## src/rtl/axi_traffic_gen_if.sv

```systemverilog
// Command-side bundle between the traffic generator and axi_master.
interface axi_traffic_gen_if #(
  parameter int AXI_ADDR_WIDTH = 32,
  parameter int AXI_DATA_WIDTH = 32
);
  localparam int STRB_W = AXI_DATA_WIDTH / 8;

  logic                      cmd_valid;
  logic                      cmd_ready;
  logic                      cmd_write;
  logic [AXI_ADDR_WIDTH-1:0] cmd_addr;
  logic [AXI_DATA_WIDTH-1:0] cmd_wdata;
  logic [STRB_W-1:0]         cmd_wstrb;
  logic [7:0]                cmd_len;
  logic [AXI_DATA_WIDTH-1:0] cmd_rdata;
  logic                      cmd_rvalid;
  logic                      cmd_rready;
  logic [1:0]                cmd_resp;

  modport master (
    output cmd_valid, cmd_write, cmd_addr, cmd_wdata, cmd_wstrb, cmd_len, cmd_rready,
    input  cmd_ready, cmd_rdata, cmd_rvalid, cmd_resp
  );

  modport slave (
    input  cmd_valid, cmd_write, cmd_addr, cmd_wdata, cmd_wstrb, cmd_len, cmd_rready,
    output cmd_ready, cmd_rdata, cmd_rvalid, cmd_resp
  );
endinterface

```

## src/rtl/axi_traffic_gen.sv

```systemverilog
// Write-then-readback BIST source for axi_master; optional watchdog via TRAFFIC_GEN_TIMEOUT_EN.
// States: IDLE idle | WR_REQ write cmd | WR_WAIT master busy | RD_REQ burst cmd | RD_DATA check beats | RD_WAIT master busy | DONE result held
module axi_traffic_gen #(
  parameter int          AXI_ADDR_WIDTH = 32,
  parameter int          AXI_DATA_WIDTH = 32,
  parameter logic [31:0] BASE_ADDR      = 32'h0000_0000,
  parameter int          NUM_WORDS      = 16,
  parameter int          BURST_LEN      = 3,
  parameter logic [31:0] SEED           = 32'hA5A5_0000,
  parameter int          TIMEOUT_CYCLES = 1000
) (
  input  logic                      clk,
  input  logic                      rst,
  input  logic                      start_i,
  output logic                      busy_o,
  output logic                      done_o,
  output logic                      pass_o,
  output logic [15:0]               err_count_o,
  output logic [AXI_ADDR_WIDTH-1:0] first_err_addr_o,
  output logic                      timeout_o,
  axi_traffic_gen_if.master         cmd
);
  localparam int STRB_W = AXI_DATA_WIDTH / 8;
  localparam int CNT_W  = $clog2(NUM_WORDS + 1);
  localparam logic [AXI_ADDR_WIDTH-1:0] ADDR_STEP = AXI_ADDR_WIDTH'(STRB_W);
  localparam logic [AXI_DATA_WIDTH-1:0] DATA_STEP = AXI_DATA_WIDTH'(32'h0101_0101);
  localparam logic [AXI_ADDR_WIDTH-1:0] ADDR0     = AXI_ADDR_WIDTH'(BASE_ADDR);
  localparam logic [AXI_DATA_WIDTH-1:0] DATA0     = AXI_DATA_WIDTH'(SEED);

  if ((NUM_WORDS % (BURST_LEN + 1)) != 0 || BURST_LEN > 255 || TIMEOUT_CYCLES < 1) begin : g_bad_cfg
    $error("axi_traffic_gen: NUM_WORDS must be a multiple of BURST_LEN+1 (BURST_LEN<=255)");
  end

  typedef enum logic [2:0] {IDLE, WR_REQ, WR_WAIT, RD_REQ, RD_DATA, RD_WAIT, DONE} state_e;

  state_e                    state_q, state_d;
  logic [CNT_W-1:0]          idx_q, idx_d;
  logic [7:0]                beat_q, beat_d;
  logic [AXI_ADDR_WIDTH-1:0] addr_q, addr_d;
  logic [AXI_DATA_WIDTH-1:0] data_q, data_d;
  logic [15:0]               err_q, err_d;
  logic [AXI_ADDR_WIDTH-1:0] fea_q, fea_d;
  logic                      clr_tmo;
  logic                      more;

`ifdef TRAFFIC_GEN_TIMEOUT_EN
  logic [31:0] tmo_cnt_q, tmo_cnt_d;
  logic        timeout_q, timeout_d;
  assign timeout_o = timeout_q;
`else
  assign timeout_o = 1'b0;
`endif

  assign busy_o           = (state_q != IDLE) && (state_q != DONE);
  assign done_o           = (state_q == DONE);
  assign pass_o           = done_o && (err_q == 16'd0) && !timeout_o;
  assign err_count_o      = err_q;
  assign first_err_addr_o = fea_q;
  assign more             = (idx_q < CNT_W'(NUM_WORDS));

  always_comb begin
    state_d        = state_q;
    idx_d          = idx_q;
    beat_d         = beat_q;
    addr_d         = addr_q;
    data_d         = data_q;
    err_d          = err_q;
    fea_d          = fea_q;
    clr_tmo        = 1'b0;
    cmd.cmd_valid  = 1'b0;
    cmd.cmd_write  = 1'b0;
    cmd.cmd_addr   = '0;
    cmd.cmd_wdata  = '0;
    cmd.cmd_wstrb  = '0;
    cmd.cmd_len    = 8'd0;
    cmd.cmd_rready = 1'b0;
`ifdef TRAFFIC_GEN_TIMEOUT_EN
    tmo_cnt_d      = tmo_cnt_q;
    timeout_d      = timeout_q;
`endif
    case (state_q)
      IDLE, DONE: begin
        if (start_i) begin
          state_d = WR_REQ;
          idx_d   = '0;
          beat_d  = 8'd0;
          addr_d  = ADDR0;
          data_d  = DATA0;
          err_d   = 16'd0;
          fea_d   = '0;
`ifdef TRAFFIC_GEN_TIMEOUT_EN
          timeout_d = 1'b0;
`endif
        end
      end
      WR_REQ: begin
        cmd.cmd_valid = 1'b1;
        cmd.cmd_write = 1'b1;
        cmd.cmd_addr  = addr_q;
        cmd.cmd_wdata = data_q;
        cmd.cmd_wstrb = '1;
        if (cmd.cmd_ready) begin
          clr_tmo = 1'b1;
          idx_d   = idx_q + 1'b1;
          addr_d  = addr_q + ADDR_STEP;
          data_d  = data_q + DATA_STEP;
          state_d = WR_WAIT;
        end
      end
      WR_WAIT: begin
        if (cmd.cmd_ready) begin
          if (more) begin
            state_d = WR_REQ;
          end else begin
            // read phase walks the same region again from word 0
            idx_d   = '0;
            addr_d  = ADDR0;
            data_d  = DATA0;
            state_d = RD_REQ;
          end
        end
      end
      RD_REQ: begin
        cmd.cmd_valid  = 1'b1;
        cmd.cmd_len    = 8'(BURST_LEN);
        cmd.cmd_addr   = addr_q;
        cmd.cmd_rready = 1'b1;
        if (cmd.cmd_ready) begin
          clr_tmo = 1'b1;
          beat_d  = 8'd0;
          state_d = RD_DATA;
        end
      end
      RD_DATA: begin
        cmd.cmd_rready = 1'b1;
        if (cmd.cmd_rvalid) begin
          clr_tmo = 1'b1;
          if ((cmd.cmd_rdata != data_q) || (cmd.cmd_resp != 2'b00)) begin
            if (err_q != 16'hFFFF) err_d = err_q + 16'd1;
            if (err_q == 16'd0) fea_d = addr_q;
          end
          idx_d  = idx_q + 1'b1;
          addr_d = addr_q + ADDR_STEP;
          data_d = data_q + DATA_STEP;
          if (beat_q == 8'(BURST_LEN)) state_d = RD_WAIT;
          else                         beat_d  = beat_q + 8'd1;
        end
      end
      RD_WAIT: begin
        if (cmd.cmd_ready) state_d = more ? RD_REQ : DONE;
      end
      default: state_d = IDLE;
    endcase
`ifdef TRAFFIC_GEN_TIMEOUT_EN
    tmo_cnt_d = (clr_tmo || !busy_o) ? 32'd0 : tmo_cnt_q + 32'd1;
    if (busy_o && !clr_tmo && (tmo_cnt_q == 32'(TIMEOUT_CYCLES - 1))) begin
      state_d   = DONE;
      timeout_d = 1'b1;
    end
`endif
  end

  always_ff @(posedge clk) begin
    if (rst) begin
      state_q <= IDLE;
      idx_q   <= '0;
      beat_q  <= 8'd0;
      addr_q  <= '0;
      data_q  <= '0;
      err_q   <= 16'd0;
      fea_q   <= '0;
`ifdef TRAFFIC_GEN_TIMEOUT_EN
      tmo_cnt_q <= 32'd0;
      timeout_q <= 1'b0;
`endif
    end else begin
      state_q <= state_d;
      idx_q   <= idx_d;
      beat_q  <= beat_d;
      addr_q  <= addr_d;
      data_q  <= data_d;
      err_q   <= err_d;
      fea_q   <= fea_d;
`ifdef TRAFFIC_GEN_TIMEOUT_EN
      tmo_cnt_q <= tmo_cnt_d;
      timeout_q <= timeout_d;
`endif
    end
  end
endmodule

```

## src/flat_wrapper.sv

```systemverilog
// flat-port wrapper written by rule: the top's interface ports become plain ports
module axi_traffic_gen_flat 
#(
  parameter int          AXI_ADDR_WIDTH = 32,
  parameter int          AXI_DATA_WIDTH = 32,
  parameter logic [31:0] BASE_ADDR      = 32'h0000_0000,
  parameter int          NUM_WORDS      = 16,
  parameter int          BURST_LEN      = 3,
  parameter logic [31:0] SEED           = 32'hA5A5_0000,
  parameter int          TIMEOUT_CYCLES = 1000
)
  (clk, rst, start_i, busy_o, done_o, pass_o, err_count_o, first_err_addr_o, timeout_o, cmd_cmd_valid, cmd_cmd_write, cmd_cmd_addr, cmd_cmd_wdata, cmd_cmd_wstrb, cmd_cmd_len, cmd_cmd_rready, cmd_cmd_ready, cmd_cmd_rdata, cmd_cmd_rvalid, cmd_cmd_resp);
  axi_traffic_gen_if #(.AXI_ADDR_WIDTH(AXI_ADDR_WIDTH), .AXI_DATA_WIDTH(AXI_DATA_WIDTH)) cmd_i ();
  input  logic clk;
  input  logic rst;
  input  logic start_i;
  output logic busy_o;
  output logic done_o;
  output logic pass_o;
  output logic [15:0] err_count_o;
  output logic [AXI_ADDR_WIDTH-1:0] first_err_addr_o;
  output logic timeout_o;
  output wire logic [$bits(cmd_i.cmd_valid)-1:0] cmd_cmd_valid;
  output wire logic [$bits(cmd_i.cmd_write)-1:0] cmd_cmd_write;
  output wire logic [$bits(cmd_i.cmd_addr)-1:0] cmd_cmd_addr;
  output wire logic [$bits(cmd_i.cmd_wdata)-1:0] cmd_cmd_wdata;
  output wire logic [$bits(cmd_i.cmd_wstrb)-1:0] cmd_cmd_wstrb;
  output wire logic [$bits(cmd_i.cmd_len)-1:0] cmd_cmd_len;
  output wire logic [$bits(cmd_i.cmd_rready)-1:0] cmd_cmd_rready;
  input wire logic [$bits(cmd_i.cmd_ready)-1:0] cmd_cmd_ready;
  input wire logic [$bits(cmd_i.cmd_rdata)-1:0] cmd_cmd_rdata;
  input wire logic [$bits(cmd_i.cmd_rvalid)-1:0] cmd_cmd_rvalid;
  input wire logic [$bits(cmd_i.cmd_resp)-1:0] cmd_cmd_resp;
  assign cmd_cmd_valid = cmd_i.cmd_valid;
  assign cmd_cmd_write = cmd_i.cmd_write;
  assign cmd_cmd_addr = cmd_i.cmd_addr;
  assign cmd_cmd_wdata = cmd_i.cmd_wdata;
  assign cmd_cmd_wstrb = cmd_i.cmd_wstrb;
  assign cmd_cmd_len = cmd_i.cmd_len;
  assign cmd_cmd_rready = cmd_i.cmd_rready;
  assign cmd_i.cmd_ready = cmd_cmd_ready;
  assign cmd_i.cmd_rdata = cmd_cmd_rdata;
  assign cmd_i.cmd_rvalid = cmd_cmd_rvalid;
  assign cmd_i.cmd_resp = cmd_cmd_resp;
  axi_traffic_gen #(.AXI_ADDR_WIDTH(AXI_ADDR_WIDTH), .AXI_DATA_WIDTH(AXI_DATA_WIDTH), .BASE_ADDR(BASE_ADDR), .NUM_WORDS(NUM_WORDS), .BURST_LEN(BURST_LEN), .SEED(SEED), .TIMEOUT_CYCLES(TIMEOUT_CYCLES)) u_core (.clk(clk), .rst(rst), .start_i(start_i), .busy_o(busy_o), .done_o(done_o), .pass_o(pass_o), .err_count_o(err_count_o), .first_err_addr_o(first_err_addr_o), .timeout_o(timeout_o), .cmd(cmd_i));
endmodule
```

## config.mk

```make
export PLATFORM = sky130hd
export DESIGN_NAME = axi_traffic_gen_flat
export DESIGN_NICKNAME = d
export VERILOG_FILES = /design/src/rtl/axi_traffic_gen_if.sv /design/src/rtl/axi_traffic_gen.sv /design/src/flat_wrapper.sv
export SDC_FILE = /design/constraint.sdc
export NUM_CORES = 1
export LEC_CHECK = 0
export CAP_MARGIN = 5
export CORE_MARGIN = 3
export CORE_UTILIZATION = 52
export CTS_BUF_LIST = sky130_fd_sc_hd__clkbuf_2
export CTS_CLUSTER_DIAMETER = 100
export DETAILED_ROUTE_END_ITERATION = 10
export PLACE_DENSITY = 0.89
export REMOVE_ABC_BUFFERS = 1
export SYNTH_ARGS = -nofsm -noshare
export SYNTH_HDL_FRONTEND = slang
export SYNTH_SLANG_ARGS = --single-unit
```

## constraint.sdc

```tcl
create_clock -name clk -period 3.7 [get_ports clk]
set_clock_uncertainty 0.05 [all_clocks]
set_input_delay 0.74 -clock clk [delete_from_list [all_inputs] [get_ports clk]]
set_output_delay 0.74 -clock clk [all_outputs]
set_load 0.01 [all_outputs]
```

### After elaboration in Yosys (flattened, before gate mapping)

Index checks and enable logic that the tools add are counted.

* register bits after elaboration: 128
* bits in latches: 0
* RAM bits: 0
* bits in read-only memories: 0
* input port bits: 39
* output and inout port bits: 131
* word-level logic and storage cells: 102
* memories kept: 0

* add/subtract/negate cells: 5
* multipliers: 0
* divide/modulo/power cells: 0
* $lt $le $gt $ge: 1
* eq/ne operators: 22
* shifts and indexed selects: 0
* multiplexer cells: 49
* bitwise gates (word level): 0
* reductions and logical operators: 18

Operators by type and width (number)
* $mux 32: 15
* $pmux 32 s4: 2
* $mux 16: 4
* $pmux 32 s2: 1
* $add 32x25->32 const B: 1
* $add 32x3->32 const B: 1
* $mux 8: 4
* $ne 32x32->1: 1
* $pmux 16 s2: 1
* $mux 5: 5
* $mux 3: 8
* $pmux 8 s3: 1
* $pmux 5 s4: 1
* $pmux 3 s6: 1
* $add 16x1->16 const B: 1
* $logic_not 16->1: 1
* $ne 16x16->1 const B: 1
* $ne 2x2->1 const B: 8
* $reduce_and 5->1: 3
* $eq 3x3->1 const B: 3
* $add 8x1->8 const B: 1
* $eq 8x2->1 const B: 1
* $ne 2x1->1 const B: 4
* $reduce_and 7->1: 1
* other kinds (16): 25

### Longest topological paths before layout

Gate-level depths: netlist of the first run.

* depth after elaboration: 5
* depth in mapped cells: 11
* depth with buffers taken out: 8

### Worst setup path before layout of the first run

No wires, ideal clock.

* path kind: input port to flip-flop
* start point: in cmd_cmd_ready
* end point: reg u_core.addr_q[17]
* library setup time: 70 ps
* data arrival time: 2452 ps
* required time: 3580 ps
* slack: 1128 ps
* stages: 7
* path buffers: 1
* cells stage by stage: clkbuf_1 > a21oi_1 > or2_2 > a22oi_1 > nand3_1 > or4_1 > a21oi_1

* longest elaborated chain between the ends: 2
* elaborated cells on any way between the ends: 3
* those cells by class: eq/ne (2); reduce/logical (1)

Ends and longest elaborated chain
* from (decl): RTL line flat_wrapper.sv:30 `input wire logic [$bits(cmd_i.cmd_ready)-1:0] cmd_cmd_ready;`
* $ne 2x2->1 (no line)
* $reduce_and 6->1 (no line) *
* to (signal assigned): RTL line axi_traffic_gen.sv:180 `addr_q <= addr_d;`
* to (decl): RTL line axi_traffic_gen.sv:39 `logic [AXI_ADDR_WIDTH-1:0] addr_q, addr_d;`

Every way passes the cells marked *; elsewhere a longest branch is shown, timed or not.
A chain may end at the register's enable or synchronous reset.

### Final worst setup path of the first run

* start point: reg u_core.state_q[1]
* end point: out cmd_cmd_wdata[28]

* longest elaborated chain between the ends: 2

Ends and longest elaborated chain
* from (decl): RTL line axi_traffic_gen.sv:36 `state_e state_q, state_d;`
* from (signal assigned): RTL line axi_traffic_gen.sv:177 `state_q <= state_d;`
* $eq 3x1->1: RTL line axi_traffic_gen.sv:81 `case (state_q)`
* $mux 32: RTL line axi_traffic_gen.sv:81
* to (decl): RTL line flat_wrapper.sv:26 `output wire logic [$bits(cmd_i.cmd_wdata)-1:0] cmd_cmd_wdata;`

Every way passes these cells.

==> flow_summary.json, run 1 <==
{
  "arrival_ns": 2.72,
  "clkSlewWorstSetupHoldPaths_ns": 0.19,
  "clock-sinks": 124,
  "drt_first_pass_iters": 5,
  "hold_ws_ns": 0.447,
  "cp_top_family": "buffers and inverters",
  "gp_congestion": 0.890,
  "antenna_found_initial": 0,
  "start_kind": "flop",
  "final-setup-viol-count": 0,
  "powerDensity_mw_per_mm2": 346,
  "rsz0062_at_grt": "true",
  "syn_area_per_cell_sq_um": 8.04,
  "clock_latency_ns": 0.70,
  "avgRoutedWirePerCell_um": 17.2,
  "grt_usage": 0.266,
  "synthCells": 867,
  "crit_path_top_delay_cell": "clkdlybuf4s50_1",
  "worst-path-buf-inv": 3,
  "drv_cap": 0,
  "crit_chain": "buf_4 > nor2_2 > buf_4 > and2_1 > clkdlybuf4s50_1",
  "crit_type": "flop to output pin",
  "drc": 0,
  "tns_ns": 0,
  "htreeDepth": 4,
  "ys_ff_latch": 124,
  "syn_area_sq_mm": 0.00697,
  "dp_hpwl_um": 13900,
  "cts_tree": "built",
  "numCtsBuffers": 17,
  "grt_max_degree": 63,
  "worst_ep_required_time_ns": 2.91,
  "ant_nets": 0,
  "num_vias": 7079,
  "hold_buffers": 0,
  "grt_first_pass_wirelength_um": 32200,
  "root_buffer": "clkbuf_2",
  "design.portCount": 170,
  "n_antenna_cell": 0,
  "final_layout_size_suffix_gt1_frac": 0.0691,
  "initial_core_util": 0.541,
  "synth-seq-area-share": 0.356,
  "synth_flop_cell": "dfxtp_1",
  "dieArea_sq_mm": 0.0148,
  "yosysWarnings": 0,
  "synth_edf_count": 0,
  "cp_max_fo": 25,
  "path_common_cell": "buf_4",
  "port_buffers": 158,
  "fin_area_sq_mm": 0.00891,
  "post-route-period-util": 0.950,
  "num-nets-final": 1045,
  "period_needed_ns": 3.51,
  "fill_cells": 1027,
  "status": "finished clean",
  "dieWidth_um": 122,
  "ctsLongestPathBuffers": 2,
  "die_h_um": 122,
  "num_rows": 41,
  "synthArstFlopShare": 0,
  "ir_drop_v": 0.000249,
  "crit_path_max_incr_delay_ns": 0.53,
  "grt_pass1_vias": 6587,
  "wirelength_um": 20400,
  "final_max_slew_viol_count": 0,
  "final_common_cell": "clkdlybuf4s50_1",
  "area.growth.synth_to_final_pct": 27.9,
  "viasPerCell": 5.97,
  "grt_overflow": 0,
  "placed_area_sq_mm": 0.00862,
  "p_leak_nw": 3.05,
  "ys_types": 73,
  "hold_viol": 0,
  "cp-end-kind": "output pin",
  "max_freq_ghz": 0.285,
  "hp-class": "flop to flop",
  "layout_common_cells": "157 x clkdlybuf4s50_1, 122 x dfxtp_1, 104 x nor2_1, 50 x inv_1",
  "worst_slew_pin_slew_ns": 1.20,
  "drt_iter0_drc": 671,
  "core_area_sq_mm": 0.0129,
  "maxSlewHeadroom": 0.192
}
-- cell families after synthesis --
kind of cell             after synthesis  synth area share
AO/OA/AOI/OAI                        183             0.191
XOR/XNOR                              79            0.0993
adder cells (fa/ha/maj)                6            0.0108
buffers and inverters                125            0.0833
flip-flops                           124             0.356
multiplexers                           2           0.00305
other                                  1          0.000538
AND/OR/NAND/NOR                      347             0.256
-- per-stage QoR --
| step | worst slack, ns | power [W] | cells | util |
|---|---|---|---|---|
| global route | -0.00467 | 0.00321 | 1185 | 0.692 |
| finish | 0.187 | 0.00308 | 1185 | 0.692 |
| CTS | 0.0279 | 0.00308 | 1185 | 0.692 |
| global placement | 0.266 | 0.00209 | 1153 | 0.669 |
| detailed placement | 0.272 | 0.00210 | 1153 | 0.669 |
| floorplan | -0.794 | 0.00179 | 803 | - |
-- registers in the layout, summed over array words and instances (netlist names) --
| name | cells |
|---|---|
| u_core.idx_q | 5 |
| u_core.beat_q | 8 |
| u_core.state_q | 3 |
| u_core.first_err_addr_o | 30 |
| u_core.data_q | 32 |
| u_core.addr_q | 30 |
| u_core.err_count_o | 16 |
-- final timing paths --
check | start | to | slack, ns | depth (start not counted)
setup / recovery | u_core.state_q[1]$_SDFFE_PP0P_ | cmd_cmd_wdata[28] | 0.19 | 5
hold / removal | u_core.first_err_addr_o[18]$_SDFFE_PP0P_ | u_core.first_err_addr_o[18]$_SDFFE_PP0P_ | 0.45 | 2
hold reg to reg | u_core.first_err_addr_o[18]$_SDFFE_PP0P_ | u_core.first_err_addr_o[18]$_SDFFE_PP0P_ | 0.45 | 2
setup reg to reg | u_core.state_q[2]$_SDFFE_PP0P_ | u_core.err_count_o[2]$_SDFFE_PP0P_ | 0.93 | 7
-- power breakdown --
group	switching [W]	internal (W)
clock	0.000545	0.000448
sequential	0.0000595	0.00137
combinational	0.000408	0.000250
total	0.00101	0.00207
-- cell type report --
cell class / count / area [sq um] / share of cell area
inverter: 51 / 191 / 0.0215
clock buffer: 18 / 90.1 / 0.0101
tap: 172 / 215 / 0.0241
timing repair buffer: 178 / 1770 / 0.198
sequential: 124 / 2490 / 0.279
multi-input combinational: 628 / 3970 / 0.445
clock inverter: 14 / 194 / 0.0218
-- cell usage after synthesis (all sizes together), types with 11 or more instances --
| cell type | count | area share |
|---|---|---|
| nand2 | 45 | 0.024 |
| nor4 | 21 | 0.021 |
| o21ai | 19 | 0.014 |
| dfxtp | 124 | 0.36 |
| or3 | 11 | 0.0099 |
| clkbuf | 43 | 0.023 |
| a21oi | 41 | 0.029 |
| nand4 | 26 | 0.023 |
| inv | 50 | 0.027 |
| nor2 | 105 | 0.057 |
| nor3 | 29 | 0.021 |
| buf | 31 | 0.033 |
| nand3 | 32 | 0.024 |
| and2 | 32 | 0.029 |
| o41ai | 31 | 0.039 |
| o211ai | 29 | 0.031 |
| xor2 | 44 | 0.055 |
| xnor2 | 35 | 0.044 |
-- what timing repair did --
action,in CTS,in global routing
gates resized for setup,2,3
gates cloned,0,0
setup buffers,0,0
pin swaps,0,0
endpoints found under the setup margin,21,10
-- tightest hold or removal path, cell delays in order (launching register included) --
cell and delay, ns:
dfxtp_1 0.35, o21ai_1 0.07, a21oi_1 0.06
-- layer usage --
metal / up-vias / global-route usage / share of wire
met5: - / 0 / 0
met4: 0 / 0.0861 / 0.020
met3: 38 / 0.0631 / 0.085
met2: 364 / 0.436 / 0.47
met1: 3314 / 0.346 / 0.43
li1: 3363 / - / -
Power figures use the tool's default switching activity.
==> run 2, diff against run 1 <==
CORE_UTILIZATION = 47   (was 52)
HOLD_SLACK_MARGIN = 0.15   (was unset)
PLACE_DENSITY = 0.86   (was 0.89)
SKIP_LAST_GASP = 1   (was unset)
clock period = 2.9 ns   (was 3.7 ns; I/O delays follow)
==> run 2 against run 1 <==
Compared with the run above:
- the flow now finishes with violations (negative setup slack)
- die area up 10%
- clock power up 14%
- highest routed layer unchanged
- total power up 27%
- clock-buffer cell count up 1
- register-to-register slack worse by 0.66 ns
- critical endpoint is now cmd_cmd_rready
- via count up 2.2%
- sequential share of layout area down 1.1 points
- flip-flop and latch count unchanged
- first-iteration DRC count up 7.0%
- critical path type unchanged
- sequential power up 27%
- routed wire length up 5.4%
- global-route usage down 1.6 points
==> flow_summary.json, run 2 (same netlist as run 1, synthesis figures left out) <==
{
  "status": "finished, violations left",
  "failed_checks": "negative setup slack",
  "design.portCount": 170,
  "arrival_ns": 2.35,
  "num_rows": 43,
  "multiInputGateArea_sq_mm": 0.00401,
  "dieWidth_um": 128,
  "core_area_sq_mm": 0.0142,
  "cp-end-kind": "output pin",
  "layout_common_cells": "121 x dfxtp_1, 104 x nor2_1, 97 x clkdlybuf4s50_1, 47 x inv_1, 44 x xor2_1",
  "viasPerCell": 5.90,
  "min-delay-start": "rst",
  "seqPwrFrac": 0.465,
  "post-route-period-util": 1.03,
  "num-nets-final": 1075,
  "post-place-ws_ns": -0.198,
  "crit_type": "flop to output pin",
  "area.growth.synth_to_final_pct": 33.2,
  "p_sw_w": 0.00130,
  "clkPwrFrac": 0.290,
  "period_needed_ns": 2.98,
  "clkSlewWorstSetupHoldPaths_ns": 0.17,
  "die_h_um": 128,
  "top_register": "u_core.data_q",
  "register_area_sq_mm": 0.00249,
  "numCtsBuffers": 17,
  "grt_first_pass_wirelength_um": 33500,
  "hold_viol": 0,
  "cp_max_fo": 34,
  "final-setup-viol-count": 3,
  "htreeDepth": 4,
  "setup.worst_path.start": "u_core.state_q[0]$_SDFFE_PP0P_",
  "cts_tree": "built",
  "crit_path_max_incr_delay_ns": 0.53,
  "ctsLongestPathBuffers": 2,
  "grt_overflow": 0,
  "worst_slew_pin_slew_ns": 1.22,
  "ir_drop_v": 0.000225,
  "clock_latency_ns": 0.67,
  "fill_cells": 1175,
  "final_layout_size_suffix_gt1_frac": 0.103,
  "max_freq_ghz": 0.335,
  "drc": 0,
  "ant_nets": 0,
  "swShare": 0.331,
  "crit_chain": "or3b_1 > buf_8 > nand2b_1 > clkdlybuf4s50_1",
  "root_buffer": "clkbuf_2",
  "p_leak_nw": 4.01,
  "port_buffers": 158,
  "hold_buffers": 0,
  "r2r_start": "u_core.state_q[0]$_SDFFE_PP0P_",
  "grt_usage": 0.250,
  "num_vias": 7235,
  "drt_iter0_drc": 718,
  "hp-class": "input port to flop",
  "power.total_w": 0.00391,
  "final_common_cell": "dfxtp_1",
  "dieArea_sq_mm": 0.0163,
  "powerDensity_mw_per_mm2": 421,
  "drt_first_pass_iters": 5,
  "p_int_w": 0.00261,
  "drv_cap": 0,
  "p_comb_frac": 0.245,
  "final_max_slew_viol_count": 0,
  "dp_hpwl_um": 14800,
  "initial_core_util": 0.491,
  "avgRoutedWirePerCell_um": 17.5,
  "rsz0062_at_grt": "true",
  "gp_congestion": 0.900,
  "grt_max_degree": 56,
  "crit_path_top_delay_cell": "clkdlybuf4s50_1",
  "maxSlewHeadroom": 0.179,
  "worst_ep_required_time_ns": 2.27,
  "wirelength_um": 21500,
  "clock-sinks": 124,
  "grt_pass1_vias": 6782,
  "largest_reg_flops": 32,
  "setup_slack_ns": -0.0809,
  "antenna_found_initial": 1,
  "start_kind": "flop"
}
-- run 2: cell types whose count changed in the layout (fill, tap and decap cells not counted), moves of 3 or more --
cell	change
clkdlybuf4s50_1	-60
dlymetal6s2s_1	+38
buf_4	+22
dlygate4sd2_1	+21
buf_8	+4
clkinv_1	+3
diode_2	+3
inv_1	-3
-- run 2: metrics by stage --
step / instance area [sq um] / cells / utilization / TNS [ns] / hold slack, ns
after global routing: 9290 / 1226 / 0.654 / -2.88 / 0.323
after floorplan: 6620 / 803 / - / -120.72 / 0.394
final: 9290 / 1226 / 0.654 / -0.149 / 0.365
after global placement: 8750 / 1176 / 0.616 / -6.26 / 0.414
after detailed placement: 8750 / 1176 / 0.616 / -7.13 / 0.421
after CTS: 9030 / 1211 / 0.636 / -4.68 / 0.322
-- run 2: repair_timing --
action,in CTS,in global routing
resized for setup,35,55
setup endpoints to repair,74,64
pin swaps,2,1
buffers inserted,2,12
cloned,1,0
-- run 2: final cells by class --
class	count	share of cell area
Clock buffer	19	0.0102
Multi-Input combinational cell	628	0.432
Clock inverter	13	0.0162
Antenna cell	3	0.000808
Sequential cell	124	0.268
Inverter	51	0.0210
Timing Repair Buffer	208	0.228
Tap cell	180	0.0243
-- run 2: final timing paths --
kind	slack [ns]	to	cells past startpoint
max	-0.08	cmd_cmd_rready	4
min	0.37	u_core.beat_q[0]$_SDFFE_PP0P_	3
min reg2reg	0.44	u_core.first_err_addr_o[18]$_SDFFE_PP0P_	2
max reg2reg	0.27	u_core.err_count_o[7]$_SDFFE_PP0P_	7
-- run 2: worst max-delay path: cells and delay by family, from the launching register on --
kind,cells,cell delay (ns)
simple gates,2,0.57
buf+inv,2,0.76
flops,1,0.37
-- run 2: routing by layer --
layer | vias up | part of all wire | GRT usage
met5 | - | 0 | 0
li1 | 3431 | - | -
met4 | 0 | 0.026 | 0.0999
met1 | 3424 | 0.41 | 0.321
met2 | 340 | 0.48 | 0.404
met3 | 40 | 0.079 | 0.0608
-- run 2: power by group through the flow --
| stage | clock network (W) | registers [W] | logic, W |
|---|---|---|---|
| final | 0.00113 | 0.00182 | 0.000957 |
| after CTS | 0.00114 | 0.00182 | 0.000889 |
| after detailed placement | 0 | 0.00185 | 0.000876 |
| after floorplan | 0 | 0.00184 | 0.000445 |
| after global routing | 0.00121 | 0.00183 | 0.00103 |
| after global placement | 0 | 0.00185 | 0.000860 |
==> run 3, diff against run 2 <==
GPL_ROUTABILITY_DRIVEN = 0   (was unset)
==> results of run 3 <==
No change in the layout: final DEF, timing and power equal those of run 2.
